===== src/rtl/uart_rx_stream_pkg.sv =====
// Shared state encoding and divider helper for the UART receive stream front end.
package uart_rx_stream_pkg;

   typedef enum logic [2:0] {
      IDLE,
      START,
      DATA,
      STOP,
      WAIT_IDLE
   } uart_rx_state_e;

   localparam int UART_OVERSAMPLE = 16;

   // Clock cycles per oversample tick, rounded to nearest.
   function automatic int calc_div(input longint clk_freq, input longint baud, input longint os);
      longint den;
      den = baud * os;
      return int'((clk_freq + den / 2) / den);
   endfunction

endpackage


===== src/rtl/byte_fifo.sv =====
// Synchronous FIFO; a push into a full FIFO is accepted only when a pop happens in the same cycle.
module byte_fifo #(
   parameter int WIDTH = 8,
   parameter int DEPTH = 16
) (
   input  logic                   clk,
   input  logic                   rst,
   input  logic                   push,
   input  logic [WIDTH-1:0]       wdata,
   input  logic                   pop,
   output logic [WIDTH-1:0]       rdata,
   output logic                   full,
   output logic                   empty,
   output logic [$clog2(DEPTH):0] level
);

   localparam int AW = $clog2(DEPTH);
   localparam logic [AW:0] FULL_LVL = (AW+1)'(DEPTH);

   logic [WIDTH-1:0] mem_q [DEPTH];
   logic [AW-1:0]    wr_ptr_q, wr_ptr_d;
   logic [AW-1:0]    rd_ptr_q, rd_ptr_d;
   logic [AW:0]      level_q, level_d;
   logic             push_ok, pop_ok;

   always_comb begin
      pop_ok   = pop && (level_q != '0);
      push_ok  = push && ((level_q != FULL_LVL) || pop_ok);
      wr_ptr_d = wr_ptr_q;
      rd_ptr_d = rd_ptr_q;
      level_d  = level_q;
      if (push_ok) wr_ptr_d = wr_ptr_q + AW'(1);
      if (pop_ok) rd_ptr_d = rd_ptr_q + AW'(1);
      if (push_ok && !pop_ok) level_d = level_q + (AW+1)'(1);
      else if (pop_ok && !push_ok) level_d = level_q - (AW+1)'(1);
   end

   always_ff @(posedge clk) begin
      if (!rst) begin
         wr_ptr_q <= '0;
         rd_ptr_q <= '0;
         level_q  <= '0;
      end else begin
         wr_ptr_q <= wr_ptr_d;
         rd_ptr_q <= rd_ptr_d;
         level_q  <= level_d;
      end
   end

   always_ff @(posedge clk) begin
      if (push_ok) mem_q[wr_ptr_q] <= wdata;
   end

   assign rdata = mem_q[rd_ptr_q];
   assign full  = (level_q == FULL_LVL);
   assign empty = (level_q == '0);
   assign level = level_q;

endmodule


===== src/rtl/uart_rx_stream.sv =====
// 8N1 receiver feeding a byte FIFO, replayed to the parser as paced one-cycle strobes.
module uart_rx_stream
   import uart_rx_stream_pkg::*;
#(
   parameter int CLK_FREQ   = 100_000_000,
   parameter int BAUD       = 115200,
   parameter int OVERSAMPLE = UART_OVERSAMPLE,
   parameter int FIFO_DEPTH = 16,
   parameter int DRAIN_GAP  = 4
) (
   input  logic                          clk,
   input  logic                          rst,
   input  logic                          rxd,
   output logic [7:0]                    data,
   output logic                          dataReady,
   output logic                          overflow,
   output logic                          frameError,
   output logic [$clog2(FIFO_DEPTH):0]   fifoLevel
);

   localparam int DIV = calc_div(CLK_FREQ, BAUD, OVERSAMPLE);
   localparam int TW  = (DIV > 1) ? $clog2(DIV) : 1;
   localparam int OSW = $clog2(OVERSAMPLE);
   localparam int GW  = (DRAIN_GAP > 1) ? $clog2(DRAIN_GAP) : 1;
   localparam logic [TW-1:0]  TICK_LAST = TW'(DIV - 1);
   localparam logic [OSW-1:0] SUB_MID   = OSW'(OVERSAMPLE / 2 - 1);
   localparam logic [OSW-1:0] SUB_LAST  = OSW'(OVERSAMPLE - 1);
   localparam logic [GW-1:0]  GAP_LOAD  = GW'(DRAIN_GAP - 1);

   uart_rx_state_e state_q, state_d;
   logic           sync1_q, sync1_d, sync2_q, sync2_d;
   logic [TW-1:0]  tick_cnt_q, tick_cnt_d;
   logic [OSW-1:0] sub_q, sub_d;
   logic [2:0]     bit_q, bit_d;
   logic [7:0]     shift_q, shift_d;
   logic           frame_err_q, frame_err_d;
   logic           overflow_q, overflow_d;
   logic [GW-1:0]  gap_q, gap_d;
   logic [7:0]     data_q, data_d;
   logic           data_ready_q, data_ready_d;
   logic           rx_s, tick, push, pop;
   logic [7:0]     fifo_rdata;
   logic           fifo_full, fifo_empty;

   assign rx_s = sync2_q;
   assign tick = (tick_cnt_q == TICK_LAST);

   always_comb begin
      sync1_d     = rxd;
      sync2_d     = sync1_q;
      state_d     = state_q;
      sub_d       = sub_q;
      bit_d       = bit_q;
      shift_d     = shift_q;
      push        = 1'b0;
      frame_err_d = 1'b0;
      tick_cnt_d  = tick ? '0 : tick_cnt_q + TW'(1);
      unique case (state_q)
         IDLE: begin
            // Restart the tick phase so samples land relative to the start edge.
            if (!rx_s) begin
               state_d    = START;
               sub_d      = '0;
               tick_cnt_d = '0;
            end
         end
         START: begin
            if (tick) begin
               if (sub_q == SUB_MID) begin
                  sub_d   = '0;
                  bit_d   = '0;
                  state_d = rx_s ? IDLE : DATA;
               end else begin
                  sub_d = sub_q + OSW'(1);
               end
            end
         end
         DATA: begin
            if (tick) begin
               if (sub_q == SUB_LAST) begin
                  sub_d   = '0;
                  shift_d = {rx_s, shift_q[7:1]};
                  if (bit_q == 3'd7) state_d = STOP;
                  else bit_d = bit_q + 3'd1;
               end else begin
                  sub_d = sub_q + OSW'(1);
               end
            end
         end
         STOP: begin
            if (tick) begin
               if (sub_q == SUB_LAST) begin
                  sub_d = '0;
                  if (rx_s) begin
                     push    = 1'b1;
                     state_d = IDLE;
                  end else begin
                     frame_err_d = 1'b1;
                     state_d     = WAIT_IDLE;
                  end
               end else begin
                  sub_d = sub_q + OSW'(1);
               end
            end
         end
         WAIT_IDLE: begin
            if (rx_s) state_d = IDLE;
         end
         default: state_d = IDLE;
      endcase
   end

   // Drain pacing: the parser cannot stall, so pops are spaced by the gap counter.
   always_comb begin
      pop          = !fifo_empty && (gap_q == '0);
      overflow_d   = overflow_q || (push && fifo_full && !pop);
      data_ready_d = pop;
      data_d       = pop ? fifo_rdata : data_q;
      if (pop) gap_d = GAP_LOAD;
      else if (gap_q != '0) gap_d = gap_q - GW'(1);
      else gap_d = gap_q;
   end

   always_ff @(posedge clk) begin
      if (!rst) begin
         sync1_q      <= 1'b1;
         sync2_q      <= 1'b1;
         tick_cnt_q   <= '0;
         state_q      <= IDLE;
         sub_q        <= '0;
         bit_q        <= '0;
         frame_err_q  <= 1'b0;
         overflow_q   <= 1'b0;
         gap_q        <= '0;
         data_q       <= '0;
         data_ready_q <= 1'b0;
      end else begin
         sync1_q      <= sync1_d;
         sync2_q      <= sync2_d;
         tick_cnt_q   <= tick_cnt_d;
         state_q      <= state_d;
         sub_q        <= sub_d;
         bit_q        <= bit_d;
         frame_err_q  <= frame_err_d;
         overflow_q   <= overflow_d;
         gap_q        <= gap_d;
         data_q       <= data_d;
         data_ready_q <= data_ready_d;
      end
   end

   always_ff @(posedge clk) begin
      shift_q <= shift_d;
   end

   byte_fifo #(
      .WIDTH (8),
      .DEPTH (FIFO_DEPTH)
   ) u_fifo (
      .clk   (clk),
      .rst   (rst),
      .push  (push),
      .wdata (shift_q),
      .pop   (pop),
      .rdata (fifo_rdata),
      .full  (fifo_full),
      .empty (fifo_empty),
      .level (fifoLevel)
   );

   assign data       = data_q;
   assign dataReady  = data_ready_q;
   assign overflow   = overflow_q;
   assign frameError = frame_err_q;

endmodule


===== config.mk =====
export PLATFORM = sky130hd
export DESIGN_NAME = uart_rx_stream
export DESIGN_NICKNAME = d
export VERILOG_FILES = /design/src/rtl/uart_rx_stream_pkg.sv /design/src/rtl/byte_fifo.sv /design/src/rtl/uart_rx_stream.sv
export SDC_FILE = /design/constraint.sdc
export NUM_CORES = 1
export LEC_CHECK = 0
export CORE_MARGIN = 4
export CORE_UTILIZATION = 45
export CTS_BUF_LIST = sky130_fd_sc_hd__clkbuf_4
export DETAILED_ROUTE_END_ITERATION = 10
export PLACE_DENSITY_LB_ADDON = 0.12
export SYNTH_ARGS = -nofsm -noshare
export SYNTH_HDL_FRONTEND = slang
export SYNTH_SLANG_ARGS = --single-unit

===== constraint.sdc =====
create_clock -name clk -period 3.14 [get_ports clk]
set_clock_uncertainty 0.05 [all_clocks]
set_input_delay 0.628 -clock clk [delete_from_list [all_inputs] [get_ports clk]]
set_output_delay 0.628 -clock clk [all_outputs]
set_load 0.005 [all_outputs]

* Word-level counts from Yosys, hierarchy flattened
Memory sizes are Yosys's and may differ from the RTL's. A register that Yosys moved wholly into a read port is not among the register bits.
Cells that the tools add are included.
W data, S select, Z words.
** Storage, ports and cells
- Memories :: 1
- Bits in registers :: 44
- Memory bits (writable) :: 128
- Input bits :: 3
** Cells by class
- Multiplexer cells :: 38
- Reduce and logical (&&, ||, !) cells :: 29
- $add $sub $neg :: 8
- Equality and inequality tests :: 21
** Memory list
- u_fifo.mem_q :: depth 16, width 8, read ports 1, clocked after Yosys merged registers in 1, write ports 1, RTL line byte_fifo.sv:20 : logic [WIDTH-1:0] mem_q [DEPTH];
** Operators by type and width (count)
- $mux W3 :: 15
- $mux W4 :: 5
- $ne A2 B2 Y1 const B :: 10
- $mux W6 :: 3
- $pmux W3 S5 :: 1
- $add A4 B1 Y4 const B :: 3
- $pmux W4 S3 :: 1
- $mux W5 :: 2
- $reduce_and A9 Y1 :: 1
- $reduce_and A4 Y1 :: 2
- $reduce_bool A2 Y1 :: 4
- $logic_and A1 B1 Y1 :: 7
- $mux W1 :: 7
- $add A6 B1 Y6 const B :: 1
- $eq A3 B2 Y1 const B :: 2
- $eq A3 B3 Y1 const B :: 2
- $eq A6 B6 Y1 const B :: 1
- $mux W2 :: 3
- $pmux W3 S2 :: 1
- $reduce_and A6 Y1 :: 1
- $add A5 B1 Y5 const B :: 1
- $eq A5 B5 Y1 const B :: 1
- $logic_not A1 Y1 :: 5
- $logic_not A5 Y1 :: 1
- 15 further kinds :: 16

* Depth between registers and ports, before layout
Gate-level depths: netlist (run 1).
- Depth after elaboration :: 10
- Mapped depth :: 14
- Mapped depth without buffers :: 14

* By module
Synthesis (run 1) repeated with hierarchy kept, for this count alone.
** Unflattened totals
- Cells, all modules :: 490
- Area total of the unflattened synthesis :: 7489.7 µm²
** Modules (own cells, without submodules)
- byte_fifo :: cells an instance 309, sequential area each 4184.0 µm², area an instance 5800.6 µm², instances 1
- uart_rx_stream :: cells an instance 181, sequential area each 860.8 µm², area an instance 1689.1 µm², instances 1

* Worst setup path before layout (run 1)
OpenSTA, ideal clock, no wires.
- Path type :: register to register
- Start point :: register u_fifo.level_q[0], in the netlist u_fifo.level[0]
- End point :: register u_fifo.level_q[4], in the netlist u_fifo.level[4]
- Path buffers :: 2
- Arrival time :: 2.837 ns
- Period minus slack after synthesis :: 2.959 ns
- Path slack :: 0.181 ns
- Cell stages (with the launch flop) :: 13
- Required time :: 3.018 ns
- Setup time :: 0.072 ns
- Path through :: dfxtp_1 > or4_4 > o21a_1 > buf_2 > clkbuf_1 > inv_1 > ha_1 > inv_1 > ha_1 > a21o_1 > a21oi_1 > mux2i_1 > mux2i_1
** Between the ends
- Longest elaborated chain between the ends :: 9
- Elaborated cells between the ends (all ways) :: 17
- Those cells by class :: 2 x add/sub; 1 x eq/ne; 2 x mux; 12 x reduce/logical
** RTL lines
- start, declared :: RTL line byte_fifo.sv:23 : logic [AW:0] level_q, level_d;
- start signal, assigned :: RTL line byte_fifo.sv:46 : level_q <= level_d;
- branches (longest 9 deep; another with $sub A5 B1 Y5)
Several ways; the timed one is not identified. The select of a mux whose other input is x is not followed.
A chain may end at the register's enable or synchronous reset.

* Worst setup path in the final report (run 1)
- Start point :: register u_fifo.level_q[0], in the netlist u_fifo.level[0]
- End point :: register u_fifo.level_q[3], in the netlist u_fifo.level[3]
** Between the ends
- Longest elaborated chain between the ends :: 9
- Elaborated cells between the ends (all ways) :: 17
- Those cells by class :: 2 x add/sub; 1 x eq/ne; 2 x mux; 12 x reduce/logical
** RTL lines
- $logic_not A5 Y1 :: RTL line byte_fifo.sv:56 : assign empty = (level_q == '0);
- $logic_not A1 Y1 :: RTL line uart_rx_stream.sv:115 : pop = !fifo_empty && (gap_q == '0);
- $logic_and A1 B1 Y1 :: RTL line uart_rx_stream.sv:115
- $logic_and A1 B1 Y1 :: RTL line byte_fifo.sv:27 : pop_ok = pop && (level_q != '0);
- $logic_or A1 B1 Y1 * :: RTL line byte_fifo.sv:28 : push_ok = push && ((level_q != FULL_LVL) || pop_ok);
- $logic_and A1 B1 Y1 * :: RTL line byte_fifo.sv:28
- named net u_fifo.push_ok :: RTL line byte_fifo.sv:24 : logic push_ok, pop_ok;
- $logic_not A1 Y1 :: RTL line byte_fifo.sv:35 : else if (pop_ok && !push_ok) level_d = level_q - (AW+1)'(1);
- $logic_and A1 B1 Y1 :: RTL line byte_fifo.sv:35
- $reduce_bool A2 Y1 (no line)
The timed path passes the listed nets; every way through them passes the cells marked *. The select of a mux whose other input is x is not followed.

==> impl_results.md, run 1 <==
- Pre-CTS setup slack: roughly 0.090 ns
- #FFs+latches synth: 180
- Layout Nets: 564
- Setup Viol. Count Final: 0
- Clk network pwr share: 0.320
- Hold Path End: rx_s$_SDFF_PN1_
- DRC Markers: 0
- Synthesis-to-finish area growth: 11.6%
- Gr usage total: 0.167
- Internal power: between 0.003 and 0.004 W
- Slew Limit Fails: 0
- Layout cells sized above 1: 0.118
- Port Buffers: 18
- Ports: 19
- Switching Power: approximately 0.0013 W
- Root Buffer Master: clkbuf_4
- Hold path cells: 1
- CP Capture Type: register
- Fin util: 0.514
- Largest net degree at the start of global routing: 40
- Worst Hold Class: register to register
- Die area: about 0.018 mm²
- Leak Pwr: ~2.6 nW
- Hold Vio Cnt, Final: 0
- Critical Path Source Type: register
- Drt initial violations: 399
- Drt pass-1 iters: 5
- Post-synth EDFFs: between 100 and 150
- Yosys Warn Count: 0
- Sequential area share after synthesis: 0.679
- Pwr Density: between 600 and 700 mW/mm²
- Fin cells: 774
- Most used cell along the critical path: inv_2
- Initial antenna violation count: 0
- Crit-path max FO: 6
- Mapped Nets: ~540
- Final min period: 3.00 ns
- Least-Margin Pin Slew: 0.828 ns
- Delay-heaviest family, CP: simple AND/OR/NAND/NOR gates
- Antenna diode count: 0
- Mean post-synth cell area: about 14 µm²
- Worst r2r path cells: 12
- Clk slew on worst S/H paths: approximately 0.15 ns
- Data required time of the worst path: 3.58 ns
- Die width: between 100 and 150 µm
- Setup TNS: 0 ns
- Via Count: between 4,000 and 5,000
- Routability cong.: between 0.7 and 0.8
- Die Y: roughly 140 µm
- WL/cell: around 19 µm
- Synthesized instance count: approximately 520
- Initial core utilization: 0.460
- Clk sinks: between 150 and 200
- Crit path DAT: approximately 3.4 ns
- Crit-path slowest cell: or4_4
- TritonCTS clock tree: done
- GRT overflow: 0
- RSZ-0062 raised after global routing: no
- # hold bufs at CTS: 0
- Vias/cell: roughly 5.4
- WL final: about 15,000 µm
- CP max stage delay: ~0.55 ns
- Switching share of total power: 0.250
- Global-route wire length before repair: 22,700 µm
- Vias in the first global route: about 4,000
- Sequential power share: 0.535
- Fill cell count: approximately 1,400
- Max clock buf depth: 2
- Htree depth: 4
- Critical path class: register to register
- Ys async rst share: 0
- CTS Buf Count: 17
- Number of cell rows: 46
- Period utilisation layout: 0.955
- CP cell instances: or4_4 -> or3b_4 -> nand2_2 -> inv_2 -> ha_2 -> inv_2 -> ha_1 -> a21o_2 -> a21oi_1 -> xor2_1 -> o21ai_0 -> and2_1
- CP Buf/Inv Count: 2
- MaxCap Viol Count: 0
- Worst Hold Launch: sync1_q$_SDFF_PN1_
- Synthesized area: approximately 0.0073 mm²
- Max VDD drop: 0.273 mV
- Reg-to-reg setup timing slack: between 0.1 and 0.15 ns
- Core area: about 0.016 mm²
- Clk_lat worst skew: roughly 0.57 ns
- Top_reg_cell synth: edfxtp_1
- Achievable Freq: around 330 MHz
- DP Cell Count: between 700 and 800
- Synth cell types: 52
- Status: complete, no violations
- Reg2Reg Launch Point: u_fifo.level[0]$_SDFFE_PN0P_
- Final antenna-violating net count: 0
- Combinational share of power: 0.146
- Worst Slack Setup Final: between 0.1 and 0.15 ns
- Slew headroom: 0.446
- Capture point of the worst reg-to-reg path: u_fifo.level[3]$_SDFFE_PN0P_
- Post-DP HPWL: 9480 µm
==> cell usage in the layout, fill, tap and decap left out, types with 10 or more instances in the layout <==
cell type / netlist / layout
o21ai_0: 14 / 14
nor2_1: 29 / 29
nand2_1: 24 / 24
clkdlybuf4s50_1: 0 / 18
edfxtp_1: 136 / 136
nor4_1: 12 / 12
and2_1: 10 / 10
dfxtp_1: 44 / 41
ha_1: 15 / 13
buf_4: 1 / 14
a21oi_1: 15 / 14
o22ai_1: 32 / 32
clkbuf_4: 0 / 17
mux2i_1: 68 / 68
==> timing repair <==
| action | 4_1_cts | 5_1_grt |
|---|---|---|
| endpoints found under the setup margin | 0 | 2 |
| buffers inserted | 0 | 0 |
| hold endpoints to repair | 0 | 0 |
| resized for setup | 0 | 6 |
==> state kept, by name, indices dropped and copies added (netlist names) <==
register	cells
bit_q	3
data	8
dataReady	1
frameError	1
gap_q	2
overflow	1
rx_s	1
shift_q	8
state_q	3
sub_q	4
sync1_q	1
tick_cnt_q	6
u_fifo.level	5
u_fifo.mem_q	128
u_fifo.rd_ptr_q	4
u_fifo.wr_ptr_q	4
==> cells by family (layout without fill, tap and decap cells) <==
kind of cell,count (synthesis),in the layout,share of synthesized area
compound gates,82,82,0.0721
xor+xnor,13,13,0.0156
fa+ha+maj,16,16,0.0284
buf+inv,36,76,0.0217
flops,180,180,0.679
mux,69,69,0.0947
simple gates,122,122,0.0883
==> routing by layer <==
layer / track usage / share of wire
met1: 0.235 / 0.48
met5: 0 / 0
met3: 0.0349 / 0.040
met4: 0.0605 / 0.017
met2: 0.259 / 0.46
==> synth_stat cells (2+ instances only) <==
master,n,area share
edfxtp_1,136,0.56
and2_1,10,0.0086
a21boi_0,3,0.0031
a21oi_1,15,0.010
o21ai_0,14,0.0096
nand3b_1,6,0.0062
clkbuf_1,13,0.0067
nand2_1,24,0.012
nor2_1,29,0.015
xnor2_1,7,0.0084
nor4_1,12,0.010
nand2b_1,8,0.0068
or2_2,2,0.0017
o211a_1,2,0.0027
o21a_1,4,0.0041
mux2i_1,68,0.093
buf_2,10,0.0068
nand4_1,2,0.0017
nand3_1,7,0.0048
ha_1,15,0.026
dfxtp_1,44,0.12
nor2b_1,5,0.0043
o22ai_1,32,0.027
xor2_1,6,0.0072
inv_1,10,0.0051
a22o_1,2,0.0024
nor3_1,7,0.0048
==> per-stage QoR <==
| stage | hold WS, ns | instance area (µm²) | total power, W |
|---|---|---|---|
| floorplan | 0.336 | 7310 | 0.00320 |
| global placement | 0.339 | 7770 | 0.00344 |
| detailed placement | 0.347 | 7770 | 0.00345 |
| CTS | 0.380 | 8150 | 0.00504 |
| global route | 0.418 | 8160 | 0.00524 |
| finish | 0.377 | 8160 | 0.00501 |
==> layout make-up <==
class,instances,area (µm²),area share
clock buffer,17,128,0.0156
clock inverter,15,250,0.0307
inverter,11,41.3,0.00506
multi-input combinational,302,2190,0.269
sequential,180,4970,0.609
tap,216,270,0.0331
timing repair buffer,33,305,0.0374
==> power groups by stage <==
stage / Clock [W] / Sequential [W] / Combinational (W)
after floorplan: 0 / 0.00271 / 0.000495
after global placement: 0 / 0.00272 / 0.000711
after detailed placement: 0 / 0.00273 / 0.000720
after CTS: 0.00163 / 0.00267 / 0.000726
after global routing: 0.00174 / 0.00269 / 0.000811
final: 0.00160 / 0.00268 / 0.000729
==> how the worst max path moves through the flow <==
stage | cells past startpoint | from | slack [ns] | endpoint
after global routing | 12 | u_fifo.level[0]$_SDFFE_PN0P_ | 0.01 | u_fifo.level[3]$_SDFFE_PN0P_
after global placement | 11 | u_fifo.level[0]$_SDFFE_PN0P_ | 0.17 | u_fifo.level[4]$_SDFFE_PN0P_
after floorplan | 12 | u_fifo.level[0]$_SDFFE_PN0P_ | 0.18 | u_fifo.level[4]$_SDFFE_PN0P_
after CTS | 11 | u_fifo.level[0]$_SDFFE_PN0P_ | 0.07 | u_fifo.level[4]$_SDFFE_PN0P_
after detailed placement | 11 | u_fifo.level[0]$_SDFFE_PN0P_ | 0.09 | u_fifo.level[4]$_SDFFE_PN0P_
final | 12 | u_fifo.level[0]$_SDFFE_PN0P_ | 0.14 | u_fifo.level[3]$_SDFFE_PN0P_
No activity file was read; power rests on OpenSTA's default activity.
==> inputs of run 2 (changes only) <==
--- a/config.mk
+++ b/config.mk
@@ -6,8 +6,9 @@
 export NUM_CORES = 1
 export LEC_CHECK = 0
 export CORE_MARGIN = 4
-export CORE_UTILIZATION = 45
+export CORE_UTILIZATION = 38
 export CTS_BUF_LIST = sky130_fd_sc_hd__clkbuf_4
+export CTS_CLUSTER_DIAMETER = 150
 export DETAILED_ROUTE_END_ITERATION = 10
 export PLACE_DENSITY_LB_ADDON = 0.12
 export SYNTH_ARGS = -nofsm -noshare
==> run 2 against run 1 <==
Global-route usage is 2.1 points lower; maximum frequency rose by 0.22%; power down 6.5%; combinational power hardly changed; sequential share of layout area grew 0.13 points; wire length rose by 3.8%; non-clock buffer count is 2 higher; flip-flop and latch count is the same; register-to-register slack about the same; core utilization decreased by 8.1 points; via count fell by 0.77%; critical path depth stayed put.
==> impl_results.md, run 2 (synthesis results as in run 1) <==
- WL final: 15,200 µm (+3.8%)
- Root Buffer Master: clkbuf_4
- Delay-heaviest family, CP: simple AND/OR/NAND/NOR gates
- TritonCTS clock tree: done
- Routability cong.: 0.822 (+5.4%)
- Period utilisation layout: 0.953 (-0.00205)
- Crit. path cell count: 12 (unchanged)
- Number of cell rows: 50 (+8.7%)
- Core area: 0.0188 mm² (+19%)
- Via Count: 4,119 (-0.77%)
- RSZ-0062 raised after global routing: no
- Vias in the first global route: 4,067 (+1.7%)
- GRT overflow: 0 (unchanged)
- Initial antenna violation count: 2 (+2)
- Status: complete, no violations
- Hold Path End: rx_s$_SDFF_PN1_
- Hold Vio Cnt, Final: 0 (unchanged)
- Max reg flops: 128 (unchanged)
- Worst Hold Class: register to register
- Top reg by flops: u_fifo.mem_q
- Worst r2r path cells: 12 (unchanged)
- Drt initial violations: 462 (+16%)
- Critical path class: register to register
- Port Buffers: 18 (unchanged)
- CTS Buf Count: 17 (unchanged)
- CP cell instances: or4_4 -> or3b_4 -> nand2_2 -> inv_2 -> ha_1 -> inv_2 -> ha_1 -> a21o_2 -> a21oi_1 -> xor2_1 -> o21ai_0 -> and2_1
- Drt pass-1 iters: 4 (-1)
- Final antenna-violating net count: 0 (unchanged)
- Most frequent cells in the layout: 136 x edfxtp_1, 68 x mux2i_1, 42 x dfxtp_1
- WL/cell: 18.4 µm (-2.4%)
- Worst Hold Launch: sync1_q$_SDFF_PN1_
- Global-route wire length before repair: 23,700 µm (+4.5%)
- Least-Margin Pin Slew: 0.962 ns (+0.134 ns)
- Clk_lat worst skew: 0.57 ns (about the same)
- Capture point of the worst reg-to-reg path: u_fifo.level[3]$_SDFFE_PN0P_
- Gr usage total: 0.146 (-0.0212)
- Max clock buf depth: 2 (unchanged)
- Die Y: 147 µm (+8.3%)
- Ports: 19 (unchanged)
- Slew Limit Fails: 0 (unchanged)
- CP max stage delay: 0.55 ns (about the same)
- Slew headroom: 0.356 (-0.0897)
- Htree depth: 4 (unchanged)
- Most common cell after layout, fill and taps aside: edfxtp_1
- Layout cells sized above 1: 0.114 (-0.00399)
- Largest net degree at the start of global routing: 33 (-18%)
- Achievable Freq: 334 MHz (+0.22%)
- WHS: 0.401 ns (+0.0242 ns)
- Pwr Density: 575 mW/mm² (-6.3%)
- Post-DP HPWL: 10,000 µm (+5.7%)
- Max VDD drop: 0.284 mV (+4.1%)
- Crit path DAT: 3.43 ns (about the same)
- Initial core utilization: 0.388 (-0.0720)
- DRC Markers: 0 (unchanged)
- # hold bufs at CTS: 0 (unchanged)
- Clk slew on worst S/H paths: 0.15 ns (about the same)
- Reg2Reg Launch Point: u_fifo.level[0]$_SDFFE_PN0P_
- Setup TNS: 0 ns (unchanged)
- Crit-path max FO: 6 (unchanged)
- MaxCap Viol Count: 0 (unchanged)
- CP Buf/Inv Count: 2 (unchanged)
- Synthesis-to-finish area growth: 11.4%
- Die width: 147 µm (+8.3%)
- Reg-to-reg setup timing slack: 0.15 ns (about the same)
- Clk sinks: 180 (unchanged)
- Die area: 0.0215 mm² (+17%)
- Final min period: 2.99 ns (-0.00644 ns)
- Crit path launch: u_fifo.level[0]$_SDFFE_PN0P_
- Vias/cell: 5.00 (-6.7%)
- Leak Pwr: 2.56 nW (-1.2%)
- Hold path cells: 1 (unchanged)
- Data required time of the worst path: 3.57 ns (about the same)
- Critical Path Source Type: register
- Layout Nets: 566 (+0.35%)
- CP Capture Type: register
- Crit-path slowest cell: or4_4
- Setup Viol. Count Final: 0 (unchanged)
[run 2: changes by cell type in the layout (fill, tap and decap cells not counted)]
cell | before | now
clkinvlp_4 | 1 | 2
clkinv_2 | 2 | 3
dfxtp_1 | 41 | 42
diode_2 | 0 | 3
clkinv_1 | 0 | 2
ha_2 | 2 | 0
nor4_2 | 0 | 1
ha_1 | 13 | 15
inv_8 | 0 | 1
nor4_1 | 12 | 11
buf_4 | 14 | 16
clkinv_4 | 2 | 1
dfxtp_2 | 2 | 1
bufinv_16 | 6 | 2
[run 2: timing repair]
action / in CTS / in global routing
gates resized for setup: 0 / 4
endpoints found under the setup margin: 0 / 2
buffers inserted: 0 / 0
[run 2: where the power goes]
group          total, W  switching (W)  leakage (nW)  internal [W]
sequential      0.00267      0.0000710          1.58       0.00260
clock           0.00128       0.000799         0.150      0.000479
combinational  0.000728       0.000384         0.824      0.000344
[run 2: per-layer routing]
layer  wire length (µm)  share of wire  global-route usage  vias to the layer above
met5                  0              0                   0                        -
met2               7090           0.47               0.226                       48
met4                193          0.013              0.0442                        0
met1               7310           0.48               0.203                     2041
met3                559          0.037              0.0373                       13
li1                   -              -                   -                     2017
[run 2: worst max path at each step]
stage	endpoint	slack [ns]
4_1_cts	u_fifo.level[4]$_SDFFE_PN0P_	0.06
6_report	u_fifo.level[3]$_SDFFE_PN0P_	0.15
3_5_place_dp	u_fifo.level[3]$_SDFFE_PN0P_	0.07
5_1_grt	u_fifo.level[4]$_SDFFE_PN0P_	0.0009
2_1_floorplan	u_fifo.level[4]$_SDFFE_PN0P_	0.18
3_3_place_gp	u_fifo.level[4]$_SDFFE_PN0P_	0.17
[run 2: stage by stage]
step	instance area (µm²)	total power (W)	cells	setup slack, ns	utilization
CTS	8120	0.00473	820	0.0600	0.431
finish	8140	0.00468	823	0.148	0.432
global placement	7840	0.00344	788	0.169	0.416
global route	8140	0.00494	823	0.000913	0.432
floorplan	7310	0.00320	518	0.181	-
detailed placement	7840	0.00345	788	0.0733	0.416
[run 2: worst register-to-register path, delay by kind of cell (launching register included)]
family	cells	cell delay, ns
flip-flops	1	0.37
AO/OA/AOI/OAI	3	0.47
adder cells (fa/ha/maj)	2	0.46
buffers and inverters	2	0.17
AND/OR/NAND/NOR	4	1.24
XOR/XNOR	1	0.17
[run 2: area by class of cell]
cell class                      count  area [µm²]
Clock buffer                       17         128
Multi-Input combinational cell    302        2200
Clock inverter                     15         153
Inverter                           11        41.3
Fill cell                        1707       10700
Tap cell                          260         325
Sequential cell                   180        4970
Timing Repair Buffer               35         320
Antenna cell                        3        7.51
==> RTL change 1: new RTL, settings of run 1 <==
Add an input register stage for `rxd`, without a reset; this delays it by one clock.
--- a/src/rtl/uart_rx_stream.sv
+++ b/src/rtl/uart_rx_stream.sv
@@ -28,4 +28,10 @@
    localparam logic [GW-1:0]  GAP_LOAD  = GW'(DRAIN_GAP - 1);
 
+   logic rxd_q;
+
+   always_ff @(posedge clk) begin
+      rxd_q <= rxd;
+   end
+
    uart_rx_state_e state_q, state_d;
    logic           sync1_q, sync1_d, sync2_q, sync2_d;
@@ -47,5 +53,5 @@
 
    always_comb begin
-      sync1_d     = rxd;
+      sync1_d     = rxd_q;
       sync2_d     = sync1_q;
       state_d     = state_q;
Function: no difference found for any inputs over 10 cycles, from zero or initial values and one cycle with rst low; that may be too few to reach the edited logic, so the function may still have changed.
==> RTL change 1 against run 1 <==
  * Power fell by 6.8%
  * Sequential cell count rose by 1
  * Clock power fell by 16%
  * Final area barely moved
  * Worst setup slack got worse by 0.0093 ns
  * Count of clock-buffer cells in the layout rose by 3
  * Wire length rose by 0.73%
  * Combinational power fell by 12%
  * Area after synthesis rose by 0.39%
  * Largest power group unchanged
  * Highest routed layer unchanged
==> RTL change 1: results <==
group,metric,value,unit
outcome,status,"complete, no violations",
route,vias_per_cell,5.33,
global_routing,grt_util_met1,22.9,%
power_and_ir_drop,seqPwrFrac,57.5,%
global_routing,track_usage,16.8,%
cells_and_area,syn_to_final_growth,11.3,%
timing,slew_headroom,49.5,%
cells_and_area,drive_gt1_share,11.6,%
cells_and_area,layout.nets,576,
route,wire_per_inst,18.7,um
global_routing,grt_pass1_wl,22.9,mm
placed_design,dp_cells,754,
critical_path,arrival,3.45,ns
route,routed-wl-met2,7.22,mm
power_and_ir_drop,power_clock,1.35,mW
logic_synthesis,synth_compound_area_share,6.73,%
logic_synthesis,avgSynthCellArea,14.0,sq um
route,drtIter0Drc,236,
route,wl_met1,6.78,mm
logic_synthesis,ys_types,49,
power_and_ir_drop,p_switching,1.16,mW
global_routing,grt_pass1_vias,4040,
logic_synthesis,yosys-top-cells-area,"edfxtp_1 (56%), dfxtp_1 (12%), mux2i_1 (9.3%), o22ai_1 (2.8%), ha_1 (2.6%)",
logic_synthesis,ys_top_cells_by_count,"edfxtp_1 (136), mux2i_1 (68), dfxtp_1 (45)",
clock_tree,clk-insertion-delay-late,0.54,ns
power_and_ir_drop,total_leakage_power,2.61,nW
logic_synthesis,yosysSeqAreaShare,67.9,%
placed_design,gp_congestion,0.799,
route,wl_met3,501,um
cells_and_area,fill_cells,1382,
placed_design,dpl_cell_area,7860,sq um
critical_path,crit_fanout,5,
placed_design,hpwl,9.52,mm
global_routing,grtUsageMet2,27.0,%
logic_synthesis,synth-xor-area-share,1.67,%
logic_synthesis,muxShareOfSynthArea,9.28,%
logic_synthesis,synthAdderAreaFrac,2.83,%
route,vias,4186,
global_routing,grt_max_degree,33,
placed_design,place_ws,0.135,ns
power_and_ir_drop,switching_share,24.9,%
global_routing,use_met3,3.45,%
==> RTL change 1: critical path, cell delays in order, from the launching register on <==
cell	delay, ns
dfxtp_2	0.37
or4_4	0.55
or3b_4	0.41
and2_1	0.16
ha_1	0.22
inv_1	0.14
ha_1	0.28
a21o_1	0.19
a21oi_1	0.16
mux2i_1	0.23
mux2i_1	0.19
==> RTL change 1: area by class of cell <==
type,instances,share of cell area (%)
clock inverter,12,1.85
tap,216,3.31
clock buffer,20,1.84
sequential,181,61.1
timing repair buffer,42,4.56
inverter,13,0.597
multi-input combinational,302,26.7
==> RTL change 1: final timing paths <==
path | end | slack [ns] | from | cells past startpoint
worst max register to register | u_fifo.level[4] | 0.13 | u_fifo.level[0] | 10
worst min-delay path | sync1_q | 0.37 | rxd_q | 1
worst min register to register | sync1_q | 0.37 | rxd_q | 1
worst max-delay path | u_fifo.level[4] | 0.13 | u_fifo.level[0] | 10
==> RTL change 1: repair_timing <==
action,CTS,global route
hold buffers,0,0
gates resized for setup,0,2
endpoints found under the setup margin,0,2
==> RTL change 2: new RTL, config.mk and constraints of run 1 <==
Without the edit above. Change the parameter `FIFO_DEPTH` from 16 to 32.
--- a/src/rtl/uart_rx_stream.sv
+++ b/src/rtl/uart_rx_stream.sv
@@ -6,5 +6,5 @@
    parameter int BAUD       = 115200,
    parameter int OVERSAMPLE = UART_OVERSAMPLE,
-   parameter int FIFO_DEPTH = 16,
+   parameter int FIFO_DEPTH = 32,
    parameter int DRAIN_GAP  = 4
 ) (
Ports: changed (resized fifoLevel); port bits go from 19 to 20. The function was not compared with the original's and may differ.
==> RTL change 2 against run 1 <==
  * Final area up 73%
  * Global-route usage increased by 0.70 points
  * Highest routed layer unchanged
  * Power is 96% higher
  * Sequential share of layout area increased by 1.8 points
  * Wire length rose by 76%
  * Via count grew 63%
  * Area after synthesis rose by 69%
  * Largest cell class unchanged
  * Worst setup slack got worse by 0.025 ns
  * Cell count up 58%
  * Sequential cell count increased by 131
  * Combinational power grew 140%
==> RTL change 2: results <==
group,metric,value,unit
outcome,status,"complete, no violations",
placed_design,place_ws,-0.0554,ns
clock_tree,cts.clk_slew.worst_paths,0.06,ns
power_and_ir_drop,vdd_drop_max,0.000624,V
placed_design,dp_cells,1075,
timing,hold_slack,0.367,ns
power_and_ir_drop,p_seq,4.68,mW
logic_synthesis,synth_edf_count,264,
route,drtIter0Drc,521,
logic_synthesis,yosys-top-cells-area,"edfxtp_1 (64%), mux4_2 (9.0%), dfxtp_1 (7.6%), mux2i_1 (3.1%), nor2_1 (2.1%)",
placed_design,hpwl,15.9,mm
power_and_ir_drop,total_leakage_power,4.62,nW
cells_and_area,layout.nets,843,
cells_and_area,clkCellAreaFrac,7.35,%
logic_synthesis,ys_types,57,
cells_and_area,drive_gt1_share,27.5,%
cells_and_area,multi_input_area,3240,sq um
global_routing,grt_pass1_vias,7133,
clock_tree,clk-insertion-delay-late,0.67,ns
clock_tree,cts_max_level,3,
placed_design,io_buffers,19,
power_and_ir_drop,seqPwrFrac,47.5,%
clock_tree,postCtsSetupRepairBufs,3,
timing,worstMarginPinSlew,1.24,ns
logic_synthesis,yosysSeqAreaShare,72.0,%
critical_path,crit_end,"u_fifo.level[4]",
power_and_ir_drop,p_int,7.33,mW
cells_and_area,nNonClkBuffers,58,
placed_design,gp_congestion,0.795,
cells_and_area,nMultiInputCombCells,356,
global_routing,track_usage,17.4,%
cells_and_area,stdcell_count,1223,
-- RTL change 2: cell count changes in the layout (fill, tap and decap cells not counted), moves of 9 or more --
cell and delta:
edfxtp_1 +128, clkbuf_4 +106, mux4_2 +49, nor2_1 +39, mux2i_1 -30, o22ai_1 -25
buf_4 +23, a21oi_1 +15, a22o_1 +12, o21ai_0 -11, and2_1 -10, clkinv_1 +10
nor4_1 -9
-- RTL change 2: kinds of logic after synthesis --
group,share of synthesized area [%]
flip-flops,72.0
AND/OR/NAND/NOR,5.76
AO/OA/AOI/OAI,5.42
multiplexers,12.0
buffers and inverters,1.92
adder cells (fa/ha/maj),1.79
XOR/XNOR,1.07
-- RTL change 2: per-layer routing --
layer	part of all wire, %	routed length, um	track usage (%)	up-vias
li1	-	-	-	3119
met1	42	10800	22.2	3397
met2	50	12900	28.8	186
met3	5.0	1280	4.49	45
met4	2.4	603	6.62	0
met5	0	0	0	-
